===== src/rtl/jt49_pkg.sv =====
// rtl/jt49_pkg.sv - shared state and bus-phase codes for the PSG bus sequencer
package jt49_pkg;

    localparam logic [2:0] ST_IDLE = 3'd0;
    localparam logic [2:0] ST_ADDR = 3'd1;
    localparam logic [2:0] ST_GAP  = 3'd2;
    localparam logic [2:0] ST_DATA = 3'd3;
    localparam logic [2:0] ST_TAIL = 3'd4;

    // {bdir, bc1}
    localparam logic [1:0] BUS_INACT = 2'b00;
    localparam logic [1:0] BUS_READ  = 2'b01;
    localparam logic [1:0] BUS_WRITE = 2'b10;
    localparam logic [1:0] BUS_ADDR  = 2'b11;

    function automatic logic [1:0] phase_bus(input logic [2:0] st, input logic wr);
        logic [1:0] code;
        code = BUS_INACT;
        case (st)
            ST_ADDR: code = BUS_ADDR;
            ST_DATA: code = wr ? BUS_WRITE : BUS_READ;
            default: code = BUS_INACT;
        endcase
        return code;
    endfunction

endpackage


===== src/rtl/jt49_bus_seq.sv =====
// rtl/jt49_bus_seq.sv - turns CPU register requests into BDIR/BC1 phase sequences
module jt49_bus_seq
    import jt49_pkg::*;
#(
    parameter int HOLD      = 2,
    parameter bit SKIP_ADDR = 1'b1
) (
    input  logic       clk,
    input  logic       rst,
    input  logic       req_valid,
    output logic       req_ready,
    input  logic       req_wr,
    input  logic [7:0] req_addr,
    input  logic [7:0] req_data,
    output logic       done,
    output logic       rsp_valid,
    output logic [7:0] rsp_data,
    output logic       bdir,
    output logic       bc1,
    output logic [7:0] bus_dout,
    input  logic [7:0] bus_din
);

    localparam logic [3:0] CNT_LOAD = 4'(HOLD - 1);

    logic [2:0] r_state;
    logic [3:0] r_cnt;
    logic       r_wr;
    logic [7:0] r_addr;
    logic [7:0] r_data;
    logic [7:0] r_last_addr;
    logic       r_last_vld;
    logic [1:0] r_bus;
    logic [7:0] r_dout;
    logic [7:0] r_rsp_data;

    logic [2:0] w_next;
    logic       w_last;
    logic       w_skip;
    logic       w_wr;
    logic [7:0] w_addr;
    logic [7:0] w_data;
    logic       w_done;

    assign w_last = (r_cnt == 4'd0);
    assign w_skip = SKIP_ADDR && r_last_vld && (req_addr == r_last_addr);

    // In IDLE the fields being accepted are still on the request inputs.
    assign w_wr   = (r_state == ST_IDLE) ? req_wr   : r_wr;
    assign w_addr = (r_state == ST_IDLE) ? req_addr : r_addr;
    assign w_data = (r_state == ST_IDLE) ? req_data : r_data;

    always_comb begin
        w_next = r_state;
        case (r_state)
            ST_IDLE: if (req_valid) w_next = w_skip ? ST_DATA : ST_ADDR;
            ST_ADDR: if (w_last) w_next = ST_GAP;
            ST_GAP:  if (w_last) w_next = ST_DATA;
            ST_DATA: if (w_last) w_next = ST_TAIL;
            ST_TAIL: if (w_last) w_next = ST_IDLE;
            default: w_next = ST_IDLE;
        endcase
    end

    always_ff @(posedge clk) begin
        if (rst) begin
            r_state     <= ST_IDLE;
            r_cnt       <= 4'd0;
            r_wr        <= 1'b0;
            r_addr      <= 8'h00;
            r_data      <= 8'h00;
            r_last_addr <= 8'h00;
            r_last_vld  <= 1'b0;
            r_bus       <= BUS_INACT;
            r_dout      <= 8'h00;
            r_rsp_data  <= 8'h00;
        end else begin
            r_state <= w_next;
            if ((w_next != r_state) && (w_next != ST_IDLE)) begin
                r_cnt <= CNT_LOAD;
            end else if (!w_last) begin
                r_cnt <= r_cnt - 4'd1;
            end

            if ((r_state == ST_IDLE) && req_valid) begin
                r_wr   <= req_wr;
                r_addr <= req_addr;
                r_data <= req_data;
            end

            if ((r_state == ST_ADDR) && w_last) begin
                r_last_addr <= r_addr;
                r_last_vld  <= 1'b1;
            end

            if ((r_state == ST_DATA) && w_last && !r_wr) begin
                r_rsp_data <= bus_din;
            end

            // Bus pins follow the state being entered so they change on the same edge.
            r_bus <= phase_bus(w_next, w_wr);
            if (w_next == ST_ADDR) begin
                r_dout <= w_addr;
            end else if ((w_next == ST_DATA) && w_wr) begin
                r_dout <= w_data;
            end
        end
    end

    assign w_done    = (r_state == ST_TAIL) && w_last;
    assign done      = w_done;
    assign rsp_valid = w_done && !r_wr;
    assign req_ready = (r_state == ST_IDLE);
    assign rsp_data  = r_rsp_data;
    assign bdir      = r_bus[1];
    assign bc1       = r_bus[0];
    assign bus_dout  = r_dout;

endmodule


===== config.mk =====
export PLATFORM = sky130hd
export DESIGN_NAME = jt49_bus_seq
export DESIGN_NICKNAME = d
export VERILOG_FILES = /design/src/rtl/jt49_pkg.sv /design/src/rtl/jt49_bus_seq.sv
export SDC_FILE = /design/constraint.sdc
export NUM_CORES = 1
export LEC_CHECK = 0
export CORE_ASPECT_RATIO = 0.8
export CORE_UTILIZATION = 54
export CTS_CLUSTER_SIZE = 12
export DETAILED_ROUTE_END_ITERATION = 8
export GPL_ROUTABILITY_DRIVEN = 0
export PLACE_DENSITY = 0.9
export SYNTH_ARGS = -nofsm -noshare
export SYNTH_HDL_FRONTEND = slang
export SYNTH_SLANG_ARGS = --single-unit
export TNS_END_PERCENT = 20

===== constraint.sdc =====
create_clock -name clk -period 3.36 [get_ports clk]
set_clock_uncertainty 0.05 [all_clocks]
set_input_delay 0.672 -clock clk [delete_from_list [all_inputs] [get_ports clk]]
set_output_delay 0.672 -clock clk [all_outputs]
set_load 0.05 [all_outputs]

==> flow_summary.ini, run 1 <==
[run_status]
status = completed

[worst_setup_path]
crit_type = reg -> out
critical_path.top_delay_family = buffers and inverters
reg2reg_depth = 8
path_cells = inv_1 -> ha_1 -> nor3b_1 -> and3_1 -> nor2b_1 -> clkdlybuf4s50_1
start_kind = flop
required_ns = 2.64
endpoint_kind = primary output
critPathMaxStageDelay_ns = 0.81
worstSetupPathDepth = 6
slowest_stage = clkdlybuf4s50_1
cp_num_buf_inv = 2
cp_data_arrival_time_ns = 2.42
cp_max_fo = 4

[floorplan]
dieWidth_um = 75.60
initial_core_util_pct = 56.00
fp.dieH_um = 60.88
num_rows = 21
ios = 49
core_um2 = 4178
die-area_um2 = 4602

[clocking]
cts_tree = done
cts_hold_buffers = 0
cts_setup_buffers = 0
clockBufferDepth = 2
cts.sinks = 51
clkSlewWorstSetupHoldPaths_ns = 0.09
ctsHtreeMaxLevel = 2
cts_resized = 0
cts-root-buf = clkbuf_8
clk-insertion-delay-late_ns = 0.30
cts-buffers-inserted = 5

[layout]
layout-drive-gt1-share_pct = 9.241
antenna_cells = 0
syn2layout_area_growth_pct = 27.65
finalNetCount = 332

[detailed_routing]
ant_nets = 0
wl_per_cell_um = 14.73
first_pass_iters = 4
drtIter0Drc = 159
routed_wl_um = 5304
vias = 1987
drc = 0
vias_per_cell = 5.519

[yosys]
synth-edff-count = 0
syn_nets = 285
yosys.cell_types.count = 36
yosys.area.top_type = dfxtp_1
netlist_area_um2 = 2340
yosys.cell_count.top_type = dfxtp_1
async_flop_share_pct = 0
ys_warn_count = 0
avgSynthCellArea_um2 = 9.140
synth_flop_cell = dfxtp_1
synthCells = 256
ys_seq_elements = 51
synth-seq-area-share_pct = 43.64
synth_top_area_share_pct = 43.64
netlist_top_cells_count = dfxtp_1 (51), nand2_1 (37), nor2_1 (27)
synth.area.top_cells = dfxtp_1 (44%), mux2i_1 (11%), nand2_1 (5.9%), mux2_2 (4.3%), nor2_1 (4.3%)

[pwr]
p_comb_share_pct = 50.8
swShare_pct = 41.75
internal-power_w = 0.001497
p_clk_share_pct = 15.9
peakVddDrop_uv = 954.7
power.leakage_nw = 1.170
switchingPower_w = 0.001073
p_seq_share_pct = 33.3
powerDensity_nw_per_um2 = 860.7

[placement]
io_buffers = 48
dp_hpwl_um = 3616

[sta]
rsz0062_at_grt = no
tightest_slew_ns = 0.8659
timing.hold.ws_ns = 0.4096
fin_crit_sh_pct = 93.43
setup_viol = 0
period_minus_slack_ns = 3.139
max_clock_freq_mhz = 318.5
slew_headroom_pct = 41.66
maxSlewViolCount = 0
finalHoldViolCount = 0
fin_setup_tns_ns = 0

[worst_hold_path]
min_path_cells = 2
hold_path.class = reg -> reg

[grt]
gr-total-overflow = 0
grt.total_usage_pct = 24.40
grt_antenna_before_repair = 0
grt_max_degree = 42
grt_pass1_wl_um = 8300
grt_pass1_vias = 1834

[job]
max_cap_viol_count = 0
-- layer usage --
metal	vias up	track usage, %	wire length, µm
met5	-	0	0
met4	0	7.672	69
met3	7	5.316	327
met2	65	39.16	2478
met1	933	33.13	2428
li1	982	-	-
-- power groups by stage --
stage / Sequential [W] / Clock [W] / Combinational, W
finish: 0.000855 / 0.000409 / 0.00131
CTS: 0.000854 / 0.000411 / 0.00131
detailed placement: 0.000862 / 0 / 0.00129
floorplan: 0.000983 / 0 / 0.000816
global placement: 0.000857 / 0 / 0.00126
global route: 0.000870 / 0.000435 / 0.00141
-- worst register-to-register path, cell delays in order, from the launching register on --
cell and delay, ns:
dfxtp_1 0.35, inv_1 0.06, ha_1 0.22, nor3b_1 0.31
buf_4 0.20, mux2_2 0.35, o21ai_0 0.69, o41ai_1 0.20
a221oi_1 0.23
-- registers in the layout, indices dropped and copies added, names as in the netlist --
signal,cells
bus_dout,8
r_addr,8
r_data,8
r_last_addr,8
rsp_data,8
r_cnt,4
r_state,3
r_bus,2
r_last_vld,1
r_wr,1
-- final timing paths --
| path | startpoint | endpoint | slack [ns] |
|---|---|---|---|
| hold reg to reg | r_data[6] | r_data[6] | 0.41 |
| setup / recovery | r_cnt[0] | rsp_valid | 0.22 |
| hold / removal | r_data[6] | r_data[6] | 0.41 |
| setup reg to reg | r_cnt[0] | bus_dout[6] | 0.61 |
-- logic make-up (layout without fill, tap and decap cells) --
group	count (synthesis)	count (layout)	synth area share, %
AND/OR/NAND/NOR	86	86	17.75
flip-flops	51	51	43.64
AO/OA/AOI/OAI	46	46	13.90
multiplexers	35	35	15.45
buffers and inverters	26	73	4.599
XOR/XNOR	11	11	4.118
adder cells (fa/ha/maj)	1	1	0.5347
-- cell usage in the layout, fill, tap and decap left out, types with 2 or more instances in the layout --
cell,instances
a21oi_1,20
a221oi_1,8
and2_1,2
buf_4,7
clkbuf_8,5
clkdlybuf4s50_1,48
dfxtp_1,51
inv_1,11
mux2_2,9
mux2i_1,26
nand2_1,37
nand4_1,2
nor2_1,27
nor2b_1,2
nor3_1,2
nor3b_1,2
o21ai_0,5
o41ai_1,8
or3_1,2
xnor2_1,11
-- stage by stage --
| step | total power [W] | area [µm²] | util, % | setup WS (ns) | cells |
|---|---|---|---|---|---|
| after detailed placement | 0.002152 | 2884 | 69.03 | 0.4684 | 353 |
| after global routing | 0.002712 | 2987 | 71.49 | 0.04141 | 360 |
| after floorplan | 0.001800 | 2340 | - | 0.3109 | 256 |
| after CTS | 0.002571 | 2987 | 71.49 | 0.1961 | 360 |
| final | 0.002571 | 2987 | 71.49 | 0.2208 | 360 |
| after global placement | 0.002116 | 2884 | 69.03 | 0.5213 | 353 |
-- layout make-up --
class,count,area (µm²)
clock buffer,6,72.57
clock inverter,1,30.03
fill,308,1191
inverter,11,41.29
multi-input combinational,179,1217
sequential,51,1021
tap,57,71.32
timing repair buffer,55,533.0
Power figures use the tool's default switching activity.
==> run 2, diff against run 1 <==
--- a/config.mk
+++ b/config.mk
@@ -10,7 +10,7 @@
 export CTS_CLUSTER_SIZE = 12
 export DETAILED_ROUTE_END_ITERATION = 8
 export GPL_ROUTABILITY_DRIVEN = 0
-export PLACE_DENSITY = 0.9
+export PLACE_DENSITY = 0.83
 export SYNTH_ARGS = -nofsm -noshare
 export SYNTH_HDL_FRONTEND = slang
 export SYNTH_SLANG_ARGS = --single-unit
==> run 2 against run 1 <==
  * Routed wire length decreased by 0.79%
  * Cell area decreased by 0.21%
  * Combinational power about the same
  * Critical path type unchanged
  * Non-clock buffer count increased by 1
  * Sequential share of layout area increased by 0.072 points
  * Final cell count increased by 0.56%
==> flow_summary.ini, run 2 (synthesis gave the netlist of run 1 again) <==
[floorplan]
die-area_um2 = 4602
num_rows = 21
initial_core_util_pct = 56.00
core_um2 = 4178
fp.dieH_um = 60.88
dieWidth_um = 75.60
ios = 49

[detailed_routing]
first_pass_iters = 4
wl_per_cell_um = 14.54
vias = 1980
ant_nets = 0
drc = 0
routed_wl_um = 5262
vias_per_cell = 5.470
drtIter0Drc = 149

[worst_setup_path]
cp_num_buf_inv = 3
critical_path.top_delay_family = buffers and inverters
path_cells = inv_1 -> ha_1 -> nor3b_1 -> buf_4 -> and3_1 -> nor2b_1 -> clkdlybuf4s50_1
crit_type = reg -> out
cp_max_fo = 6
required_ns = 2.64
critPathMaxStageDelay_ns = 0.80
slowest_stage = clkdlybuf4s50_1
cp_data_arrival_time_ns = 2.38
endpoint_kind = primary output
start_kind = flop

[clocking]
clk-insertion-delay-late_ns = 0.30
cts_setup_buffers = 0
cts-root-buf = clkbuf_8
cts-buffers-inserted = 5
ctsHtreeMaxLevel = 2
cts.sinks = 51
cts_resized = 0
cts_hold_buffers = 0
clkSlewWorstSetupHoldPaths_ns = 0.09
cts_tree = done
clockBufferDepth = 2

[layout]
mostFrequentLayoutCells = dfxtp_1 (51), clkdlybuf4s50_1 (48), nand2_1 (37)
fill_cells = 326
finalNetCount = 333
syn2layout_area_growth_pct = 27.38
final_core_util_pct = 71.34
stdcell_area_um2 = 2980
layout-drive-gt1-share_pct = 10.16
antenna_cells = 0
layout_commonest_cell = dfxtp_1

[sta]
period_minus_slack_ns = 3.098
fin_setup_tns_ns = 0
slew_headroom_pct = 45.78
setup_ws_ns = 0.2624
finalHoldViolCount = 0
maxSlewViolCount = 0
rsz0062_at_grt = no
max_clock_freq_mhz = 322.8
tightest_slew_ns = 0.8049
setup_viol = 0
fin_crit_sh_pct = 92.19

[pwr]
switchingPower_w = 0.001091
internal-power_w = 0.001425
power.leakage_nw = 1.164
p_clk_share_pct = 13.9
swShare_pct = 43.37
p_seq_share_pct = 33.9
p_comb_share_pct = 52.2
p_total_w = 0.002516
powerDensity_nw_per_um2 = 844.2
peakVddDrop_uv = 427.6

[placement]
dp_slack_ns = 0.4530
dp_hpwl_um = 3670
io_buffers = 48
place_area_um2 = 2892

[grt]
grt_max_degree = 22
grt_pass1_wl_um = 8066
grt.total_usage_pct = 23.80
grt_antenna_before_repair = 0
gr-total-overflow = 0
grt_pass1_vias = 1737

[run_status]
status = completed

[worst_hold_path]
hold_path.class = reg -> reg

[job]
max_cap_viol_count = 0
run 2: cell types whose count changed in the layout (fill, tap and decap cells not counted):
cell | before | now
clkinvlp_4 | 0 | 2
clkinv_2 | 0 | 1
clkbuf_1 | 1 | 0
bufinv_16 | 1 | 0
buf_4 | 7 | 8
run 2: path summary, 6_finish.rpt:
kind	start	end	slack, ns	cells past startpoint
setup / recovery	r_cnt[0]	rsp_valid	0.26	7
hold reg to reg	r_data[7]	r_data[7]	0.41	2
hold / removal	r_data[7]	r_data[7]	0.41	2
setup reg to reg	r_cnt[0]	bus_dout[0]	0.79	7
run 2: area by class of cell:
cell class	instances	area [µm²]	area share (%)
Clock buffer	5	68.82	2.309
Clock inverter	3	20.02	0.6717
Inverter	11	41.29	1.385
Multi-Input combinational cell	179	1217	40.85
Sequential cell	51	1021	34.26
Tap cell	57	71.32	2.393
Timing Repair Buffer	56	540.5	18.14
run 2: layer usage:
metal | part of all wire [%] | global-route usage, %
met2 | 44 | 36.10
met1 | 50 | 34.01
met5 | 0 | 0
met4 | 0.72 | 7.143
met3 | 4.5 | 5.150
run 2: worst reg2reg max path, stage by stage, from the launching register on:
cell and delay (ns):
dfxtp_1 0.34, inv_1 0.07, ha_1 0.20, nor4bb_1 0.44, xnor2_1 0.31, o21ai_0 0.43, o41ai_1 0.51, a221oi_1 0.10
run 2: power by group through the flow:
stage | logic (W) | clock network (W) | registers, W
floorplan | 0.000816 | 0 | 0.000983
global placement | 0.00127 | 0 | 0.000856
detailed placement | 0.00130 | 0 | 0.000865
CTS | 0.00131 | 0.000352 | 0.000851
global route | 0.00142 | 0.000379 | 0.000867
finish | 0.00131 | 0.000350 | 0.000852
run 2: per-stage QoR:
step,hold WS [ns],std cells
after floorplan,0.3857,256
after global placement,0.3906,354
after detailed placement,0.3966,354
after CTS,0.4093,362
after global routing,0.4265,362
final,0.4104,362
